==> config.mk <==
export PLATFORM = sky130hd
export DESIGN_NAME = branch_target_buffer_flat
export DESIGN_NICKNAME = d
export VERILOG_FILES = /design/src/rtl/branch_target_buffer_if.sv /design/src/rtl/branch_target_buffer.sv /design/src/flat_wrapper.sv
export SDC_FILE = /design/constraint.sdc
export NUM_CORES = 2
export LEC_CHECK = 0
export CAP_MARGIN = 20
export CORE_MARGIN = 1.5
export CORE_UTILIZATION = 35
export CTS_BUF_LIST = sky130_fd_sc_hd__clkbuf_8
export CTS_CLUSTER_SIZE = 28
export DETAILED_ROUTE_END_ITERATION = 12
export HOLD_SLACK_MARGIN = 0.1
export PLACE_DENSITY = 0.6
export SETUP_SLACK_MARGIN = 0.1
export SYNTH_ARGS = -nofsm -noshare
export SYNTH_HDL_FRONTEND = slang
export SYNTH_SLANG_ARGS = --single-unit
export TNS_END_PERCENT = 100
==> constraint.sdc <==
create_clock -name clk -period 100.3 [get_ports clk]
set_input_delay 15.045 -clock clk [delete_from_list [all_inputs] [get_ports clk]]
set_output_delay 15.045 -clock clk [all_outputs]
set_load 0.05 [all_outputs]
==> src/rtl/branch_target_buffer_if.sv <==
// Fetch/resolve bus between the pipeline and the branch target buffer.
// The pipeline drives lookups and EX resolutions; the BTB returns predictions and recovery info.
interface branch_target_buffer_if #(
  parameter int CNT_WIDTH = 16
);
  logic [31:0]          lookupPC;
  logic                 predTaken;
  logic [31:0]          predTarget;
  logic                 updValid;
  logic [31:0]          updPC;
  logic                 updTaken;
  logic [31:0]          updTarget;
  logic                 updPredTaken;
  logic [31:0]          updPredTarget;
  logic                 invalidate;
  logic                 mispredict;
  logic [31:0]          recoverPC;
  logic [CNT_WIDTH-1:0] mispredictCount;

  modport master (
    output lookupPC, updValid, updPC, updTaken, updTarget,
           updPredTaken, updPredTarget, invalidate,
    input  predTaken, predTarget, mispredict, recoverPC, mispredictCount
  );

  modport slave (
    input  lookupPC, updValid, updPC, updTaken, updTarget,
           updPredTaken, updPredTarget, invalidate,
    output predTaken, predTarget, mispredict, recoverPC, mispredictCount
  );
endinterface

==> src/rtl/branch_target_buffer.sv <==
// Direct-mapped BTB with 2-bit direction counters, combinational IF lookup,
// EX-side training, misprediction detection and a saturating mispredict counter.
module branch_target_buffer #(
  parameter int ENTRIES   = 16,
  parameter int CNT_WIDTH = 16
) (
  input logic                    clk,
  input logic                    reset,
  branch_target_buffer_if.slave  btb
);
  localparam int IDX  = $clog2(ENTRIES);
  localparam int TAGW = 30 - IDX;

  logic [ENTRIES-1:0]   valid_q, valid_d;
  logic [TAGW-1:0]      tag_q    [ENTRIES];
  logic [TAGW-1:0]      tag_d    [ENTRIES];
  logic [31:0]          target_q [ENTRIES];
  logic [31:0]          target_d [ENTRIES];
  logic [1:0]           ctr_q    [ENTRIES];
  logic [1:0]           ctr_d    [ENTRIES];
  logic [CNT_WIDTH-1:0] mcnt_q, mcnt_d;

  logic [IDX-1:0]  lk_idx, up_idx;
  logic [TAGW-1:0] lk_tag, up_tag;
  logic            lk_hit, up_hit, lk_taken, mispredict;

  // Lookup
  assign lk_idx   = btb.lookupPC[IDX+1:2];
  assign lk_tag   = btb.lookupPC[31:IDX+2];
  assign lk_hit   = valid_q[lk_idx] && (tag_q[lk_idx] == lk_tag);
  assign lk_taken = !reset && lk_hit && ctr_q[lk_idx][1];

  assign btb.predTaken  = lk_taken;
  assign btb.predTarget = lk_taken ? target_q[lk_idx] : btb.lookupPC + 32'd4;

  // Resolution checks use only what was carried down the pipe, never the table.
  assign mispredict = btb.updValid &&
                      ((btb.updPredTaken != btb.updTaken) ||
                       (btb.updTaken && (btb.updPredTarget != btb.updTarget)));

  assign btb.mispredict      = mispredict;
  assign btb.recoverPC       = btb.updTaken ? btb.updTarget : btb.updPC + 32'd4;
  assign btb.mispredictCount = mcnt_q;

  assign up_idx = btb.updPC[IDX+1:2];
  assign up_tag = btb.updPC[31:IDX+2];
  assign up_hit = valid_q[up_idx] && (tag_q[up_idx] == up_tag);

  always_comb begin
    valid_d  = valid_q;
    tag_d    = tag_q;
    target_d = target_q;
    ctr_d    = ctr_q;
    if (btb.updValid) begin
      if (up_hit) begin
        if (btb.updTaken) begin
          ctr_d[up_idx]    = (ctr_q[up_idx] == 2'd3) ? 2'd3 : ctr_q[up_idx] + 2'd1;
          target_d[up_idx] = btb.updTarget;
        end else begin
          ctr_d[up_idx] = (ctr_q[up_idx] == 2'd0) ? 2'd0 : ctr_q[up_idx] - 2'd1;
        end
      end else if (btb.updTaken) begin
        // New entries start weakly taken so one not-taken flips them.
        valid_d[up_idx]  = 1'b1;
        tag_d[up_idx]    = up_tag;
        target_d[up_idx] = btb.updTarget;
        ctr_d[up_idx]    = 2'd2;
      end
    end
    if (btb.invalidate) begin
      valid_d = '0;
    end
  end

  always_comb begin
    mcnt_d = mcnt_q;
    if (mispredict && (mcnt_q != {CNT_WIDTH{1'b1}})) begin
      mcnt_d = mcnt_q + CNT_WIDTH'(1);
    end
  end

  always_ff @(posedge clk or posedge reset) begin
    if (reset) begin
      valid_q <= '0;
      mcnt_q  <= '0;
      for (int i = 0; i < ENTRIES; i++) begin
        tag_q[i]    <= '0;
        target_q[i] <= '0;
        ctr_q[i]    <= '0;
      end
    end else begin
      valid_q  <= valid_d;
      tag_q    <= tag_d;
      target_q <= target_d;
      ctr_q    <= ctr_d;
      mcnt_q   <= mcnt_d;
    end
  end
endmodule

==> src/flat_wrapper.sv <==
// flat-port wrapper written by rule: the top's interface ports become plain ports
module branch_target_buffer_flat 
#(
  parameter int ENTRIES   = 16,
  parameter int CNT_WIDTH = 16
)
  (clk, reset, btb_lookupPC, btb_updValid, btb_updPC, btb_updTaken, btb_updTarget, btb_updPredTaken, btb_updPredTarget, btb_invalidate, btb_predTaken, btb_predTarget, btb_mispredict, btb_recoverPC, btb_mispredictCount);
  branch_target_buffer_if #(.CNT_WIDTH(CNT_WIDTH)) btb_i ();
  input logic clk;
  input logic reset;
  input wire logic [$bits(btb_i.lookupPC)-1:0] btb_lookupPC;
  input wire logic [$bits(btb_i.updValid)-1:0] btb_updValid;
  input wire logic [$bits(btb_i.updPC)-1:0] btb_updPC;
  input wire logic [$bits(btb_i.updTaken)-1:0] btb_updTaken;
  input wire logic [$bits(btb_i.updTarget)-1:0] btb_updTarget;
  input wire logic [$bits(btb_i.updPredTaken)-1:0] btb_updPredTaken;
  input wire logic [$bits(btb_i.updPredTarget)-1:0] btb_updPredTarget;
  input wire logic [$bits(btb_i.invalidate)-1:0] btb_invalidate;
  output wire logic [$bits(btb_i.predTaken)-1:0] btb_predTaken;
  output wire logic [$bits(btb_i.predTarget)-1:0] btb_predTarget;
  output wire logic [$bits(btb_i.mispredict)-1:0] btb_mispredict;
  output wire logic [$bits(btb_i.recoverPC)-1:0] btb_recoverPC;
  output wire logic [$bits(btb_i.mispredictCount)-1:0] btb_mispredictCount;
  assign btb_i.lookupPC = btb_lookupPC;
  assign btb_i.updValid = btb_updValid;
  assign btb_i.updPC = btb_updPC;
  assign btb_i.updTaken = btb_updTaken;
  assign btb_i.updTarget = btb_updTarget;
  assign btb_i.updPredTaken = btb_updPredTaken;
  assign btb_i.updPredTarget = btb_updPredTarget;
  assign btb_i.invalidate = btb_invalidate;
  assign btb_predTaken = btb_i.predTaken;
  assign btb_predTarget = btb_i.predTarget;
  assign btb_mispredict = btb_i.mispredict;
  assign btb_recoverPC = btb_i.recoverPC;
  assign btb_mispredictCount = btb_i.mispredictCount;
  branch_target_buffer #(.ENTRIES(ENTRIES), .CNT_WIDTH(CNT_WIDTH)) u_core (.clk(clk), .reset(reset), .btb(btb_i));
endmodule
After elaboration in Yosys (flattened, before gate mapping). Index checks and enable logic that the tools add are counted.

Mux-type cells: 42. Reductions and logical operators: 19. Bitwise operators: 7. Add/sub/neg operators: 5. Order comparisons: 6. Equal/unequal tests: 7.

Operators by type and width (number): bitwise mux 512 bit (1); bitwise mux 416 bit (1); two-way mux 32 bit (8); binary-select mux 26 bit (select 4 bit) (2); two-way mux 26 bit (5); binary-select mux 32 bit (select 4 bit) (1); demux 32 bit (select 4 bit) (1); demux 26 bit (select 4 bit) (1); adder 32 x 3 -> 32 bit (second input constant) (2); bitwise mux 32 bit (2); two-way mux 16 bit (4); equality test 26 bit (2); inequality test 32 bit (1); bitwise OR 16 bit (2); adder 16 x 1 -> 16 bit (second input constant) (1); bitwise AND 16 bit (1); binary-select mux 2 bit (select 4 bit) (2); inequality test 16 bit (second input constant) (1); inverter 16 bit (1); two-way mux 2 bit (7); >= comparator 5 bit (second input constant) (2); < comparator 4 x 5 -> 1 bit (second input constant) (2); inverter 4 -> 5 bit (2); logical AND 1 bit (9); other kinds (18) (25).

Word-level logic and storage cells: 136. Bits in registers: 992. Bits of input ports: 134.

Logic depth before layout (Yosys ltp).
Depth in word-level cells: 9. Depth in mapped cells: 16. Depth with buffers taken out: 9.

Least setup slack after synthesis. Ideal clock, no wire load.

Path type: input-to-output. Start point: input btb_lookupPC[3]. End point: output btb_predTarget[2]. Arrival time: 19.169 ns. Slack: 66.086 ns. Stages on the path: 11. Cell sequence: clkbuf_1 -> buf_2 -> buf_1 -> mux4_2 -> mux4_2 -> xor2_1 -> nor4_1 -> nand4_1 -> nor4_2 -> buf_2 -> mux2i_1.

Word-level cells in the longest chain between the ends: 9. Elaborated cells between the ends (all ways): 17. Those cells by class: eq/ne (1); mux (12); bitwise (1); reduce/logical (3).

Ends and longest elaborated chain: start: declaration (RTL line flat_wrapper.sv:11) `input wire logic [$bits(btb_i.lookupPC)-1:0] btb_lookupPC;`; inverter 4 -> 5 bit (implied by the code) (RTL line branch_target_buffer.sv:30, branch_target_buffer.sv:31); binary-select mux 26 bit (select 4 bit) (RTL line branch_target_buffer.sv:30) `assign lk_hit = valid_q[lk_idx] && (tag_q[lk_idx] == lk_tag);`; two-way mux 26 bit (implied by the code) (2 in series) (RTL line branch_target_buffer.sv:30); equality test 26 bit (RTL line branch_target_buffer.sv:30); logical AND 1 bit (RTL line branch_target_buffer.sv:30); logical AND 1 bit (RTL line branch_target_buffer.sv:31) `assign lk_taken = !reset && lk_hit && ctr_q[lk_idx][1];`; logical AND 1 bit (*) (RTL line branch_target_buffer.sv:31); named net btb_predTaken (RTL line flat_wrapper.sv:19) `output wire logic [$bits(btb_i.predTaken)-1:0] btb_predTaken;`; two-way mux 32 bit (*) (RTL line branch_target_buffer.sv:34) `assign btb.predTarget = lk_taken ? target_q[lk_idx] : btb.lookupPC + 32'd4;`; end: declaration (RTL line flat_wrapper.sv:20) `output wire logic [$bits(btb_i.predTarget)-1:0] btb_predTarget;`.

The timed path passes the listed nets; every way through them passes the cells marked *. The select of a mux whose other input is x is not followed.

Worst setup path after layout.
Start point: input btb_lookupPC[2]. End point: output btb_predTarget[5].

Word-level cells in the longest chain between the ends: 9. Elaborated cells between the ends (all ways): 18. Those cells by class: add/sub (1); eq/ne (1); mux (12); bitwise (1); reduce/logical (3).

Ends and longest elaborated chain (RTL line): inverter 4 -> 5 bit (implied by the code) (branch_target_buffer.sv:30, branch_target_buffer.sv:31, branch_target_buffer.sv:34); binary-select mux 26 bit (select 4 bit) (branch_target_buffer.sv:30); two-way mux 26 bit (implied by the code) (2 in series) (branch_target_buffer.sv:30); equality test 26 bit (branch_target_buffer.sv:30); logical AND 1 bit (branch_target_buffer.sv:30); logical AND 1 bit (2 in series) (branch_target_buffer.sv:31); two-way mux 32 bit (*) (branch_target_buffer.sv:34).

Every way passes the cells marked *; elsewhere a longest branch is shown, timed or not. The select of a mux whose other input is x is not followed.

==> metrics <==
Slowest Stage Delay on Critical Path=between 900 and 1000 ps; Rel. slew slack=0.2017; post_cts resized=0; run status=complete, no violations; Async SR Flop Fraction=1.000; Comb pwr share=0.210; crit end category=primary output; top-level port count=about 220; fmax=~28 MHz; slew at the pin with the worst max-slew slack=1185 ps; FP Rows=140; Seq/Total Area, Yosys=0.4826; clock power share=0.333; vias in the first global route=between 30,000 and 40,000; crit start category=primary input; total length of routed wires=between 150,000 and 200,000 um; RePlAce Congestion=~0.90; Num CTS Buffers=roughly 170; Sw Ratio=0.2866; RSZ-0062 raised after global routing=false; global-route wire length before repair=~250,000 um; Yosys cell types=just over 70; Primary FF master, synth=dfrtp_1; ratio of cells with drive above 1 in the final layout=0.4271; core area=between 100,000 and 150,000 um^2; Final Max Tran Viols=0; DIE HEIGHT=just under 400 um; most used cell along the critical path=mux4_2; synthesized flop and latch total=about 1,000; Pwr Density=roughly 19 nW/um^2; crit-path cells=buf_8 -> buf_12 -> mux4_2 -> mux4_2 -> xor2_1 -> nor4_1 -> nand4_1 -> nor4_4 -> buf_4 -> mux2_2 -> clkdlybuf4s50_1; clk root buf=clkbuf_8; # hold bufs at CTS=0; Post-synth EDFFs=0; post-route cell area=roughly 59,000 um^2; Synth Cell Area=slightly above 50,000 um^2; CTS tree=yes; Ys Warns=0; max cap viols=0; skew final=around 49 ps; top cells by count, synth=992 x dfrtp_1, 850 x mux2_2, 364 x mux4_2, 226 x clkbuf_1, 143 x mux2_1; number of nets still failing antenna checks after routing=0; Vias=approximately 33,000; internal power=0.8114 mW; Final Hold Vio Count=0; Initial Util=0.3530; cell taking the most area after synthesis=dfrtp_1; Final Cycle Share=0.3571; Psw=roughly 0.33 mW; per-cell routed wire length=approximately 30 um; hpwl dp=roughly 110,000 um; Leakage=~25 nW; Pre-Repair DR Iteration Count=5; Fin Setup TNS=0 ps; total gr overflow=0; Avg Vias per Cell=5.811; Worst Path Required=about 85,000 ps; setup repair bufs after CTS=0; Clock transition at path regs=around 60 ps; Reg power frac=0.458; Synth top area share=0.4826; Die Width=about 390 um; worst vdd ir=approximately 14 uV; worst-path fanout max=a little over 80; GRT Overall Usage=0.2307; most frequent cell after synthesis=dfrtp_1; CTS sink cnt=between 900 and 1,000; Bufs and invs on worst path=4; Area contributors post-synth=dfrtp_1 48%, mux2_2 19%, mux4_2 16%; Slowest-stage cell, CP=nor4_1; DRT iter0 DRCs=approximately 3,100; Mapped Cells=around 3,500; syn_area_per_cell=approximately 15 um^2; final-stage net count=around 3,800; Worst Hold Class=flop to flop; arrival time at the worst endpoint=between 20,000 and 25,000 ps; worst-skew pair later-pin latency=slightly above 900 ps; clk buf depth=3; Largest delay share family, worst path=buffers and inverters; Final Setup Violations=0; Final min period=35,810 ps; dpl cell area=around 56,000 um^2; H-tree depth=4; drt drc=0; Net Count, Synth=roughly 3,700; Die ar.=between 100,000 and 150,000 um^2; area delta synth->final=14.90%; largest net degree at the start of global routing=approximately 190; IO buf count=between 200 and 250; initial antenna violation count=19; critical path class=primary input to primary output
==> flip-flops by register name (all words and copies together), names as in the netlist <==
name,count
u_core.btb.mispredictCount,16
u_core.ctr_q,32
u_core.tag_q,416
u_core.target_q,512
u_core.valid_q,16
==> final timing paths <==
| check | end | slack, ps | cells past startpoint | from |
|---|---|---|---|---|
| worst max-delay path | btb_predTarget[5] | 64490 | 11 | btb_lookupPC[2] |
| worst min-delay path | u_core.ctr_q[18] | 480 | 1 | u_core.ctr_q[18] |
| worst max register to register | u_core.ctr_q[29] | 95540 | 9 | u_core.tag_q[110] |
| worst min register to register | u_core.ctr_q[18] | 480 | 1 | u_core.ctr_q[18] |
| max in group asynchronous | u_core.target_q[347] | 82720 | 4 | reset |
| min in group asynchronous | u_core.tag_q[137] | 15070 | 2 | reset |
==> metrics by stage <==
step / worst slack [ps] / instances / util / total power, mW / hold WS (ps)
2_1_floorplan: 57350 / 3539 / - / 0.6882 / 450.9
3_3_place_gp: 64520 / 5431 / 0.3809 / 0.7579 / 469.1
3_5_place_dp: 64540 / 5431 / 0.3809 / 0.7637 / 468.2
4_1_cts: 64530 / 5726 / 0.4049 / 1.144 / 486.9
5_1_grt: 64280 / 5734 / 0.4055 / 1.186 / 494.3
6_report: 64490 / 5737 / 0.4055 / 1.137 / 483.0
==> final cells by class <==
class	count	area [um^2]
repair buffers	321	3069
fillers	13440	86640
clock inverters	75	476.7
multi-input cells	2162	25120
clock buffers	220	3028
flip-flops and latches	992	24820
well taps	1917	2399
inverters	44	172.7
diodes	6	15.01
==> power groups by stage <==
stage               registers [mW]  clock network (mW)  logic [mW]
finish                       0.521               0.378       0.238
global route                 0.530               0.404       0.253
floorplan                    0.516                   0       0.172
global placement             0.524                   0       0.234
CTS                          0.519               0.387       0.238
detailed placement           0.526                   0       0.238
==> layer usage <==
metal / GRT usage / share of wire
met1: 0.3224 / 0.43
met2: 0.3466 / 0.45
met3: 0.06208 / 0.087
met4: 0.07646 / 0.029
met5: 0 / 0.00058
==> logic make-up after synthesis <==
family	share of synthesized area
muxes	0.3939
DFF	0.4826
buffers and inverters	0.03247
and+or+nand+nor	0.03109
AOI/OAI and AO/OA	0.03430
xor gates and xnor gates	0.02384
adders and majority gates	0.001849
==> worst reg2reg max path, delay by kind of cell (launching register included) <==
kind,cells,cell delay (ps)
compound gates,3,910
xor+xnor,1,340
flops,1,390
simple gates,4,2450
mux,1,490
==> cell usage in the layout (no fill, tap or decap), drive strengths merged, types with 18 or more instances in the layout <==
cell type and count:
clkinv 18, o22ai 21, nand2 120, xor2 67
nand4 21, mux2i 88, nand3 48, mux4 364
o21ai 60, nor3 21, clkdlybuf4s50 208, inv 96
xnor2 73, clkbuf 223, mux2 993, buf 110
a22oi 21, nor2 59, dfrtp 992
Note: power is estimated with default switching activity, not from simulation.
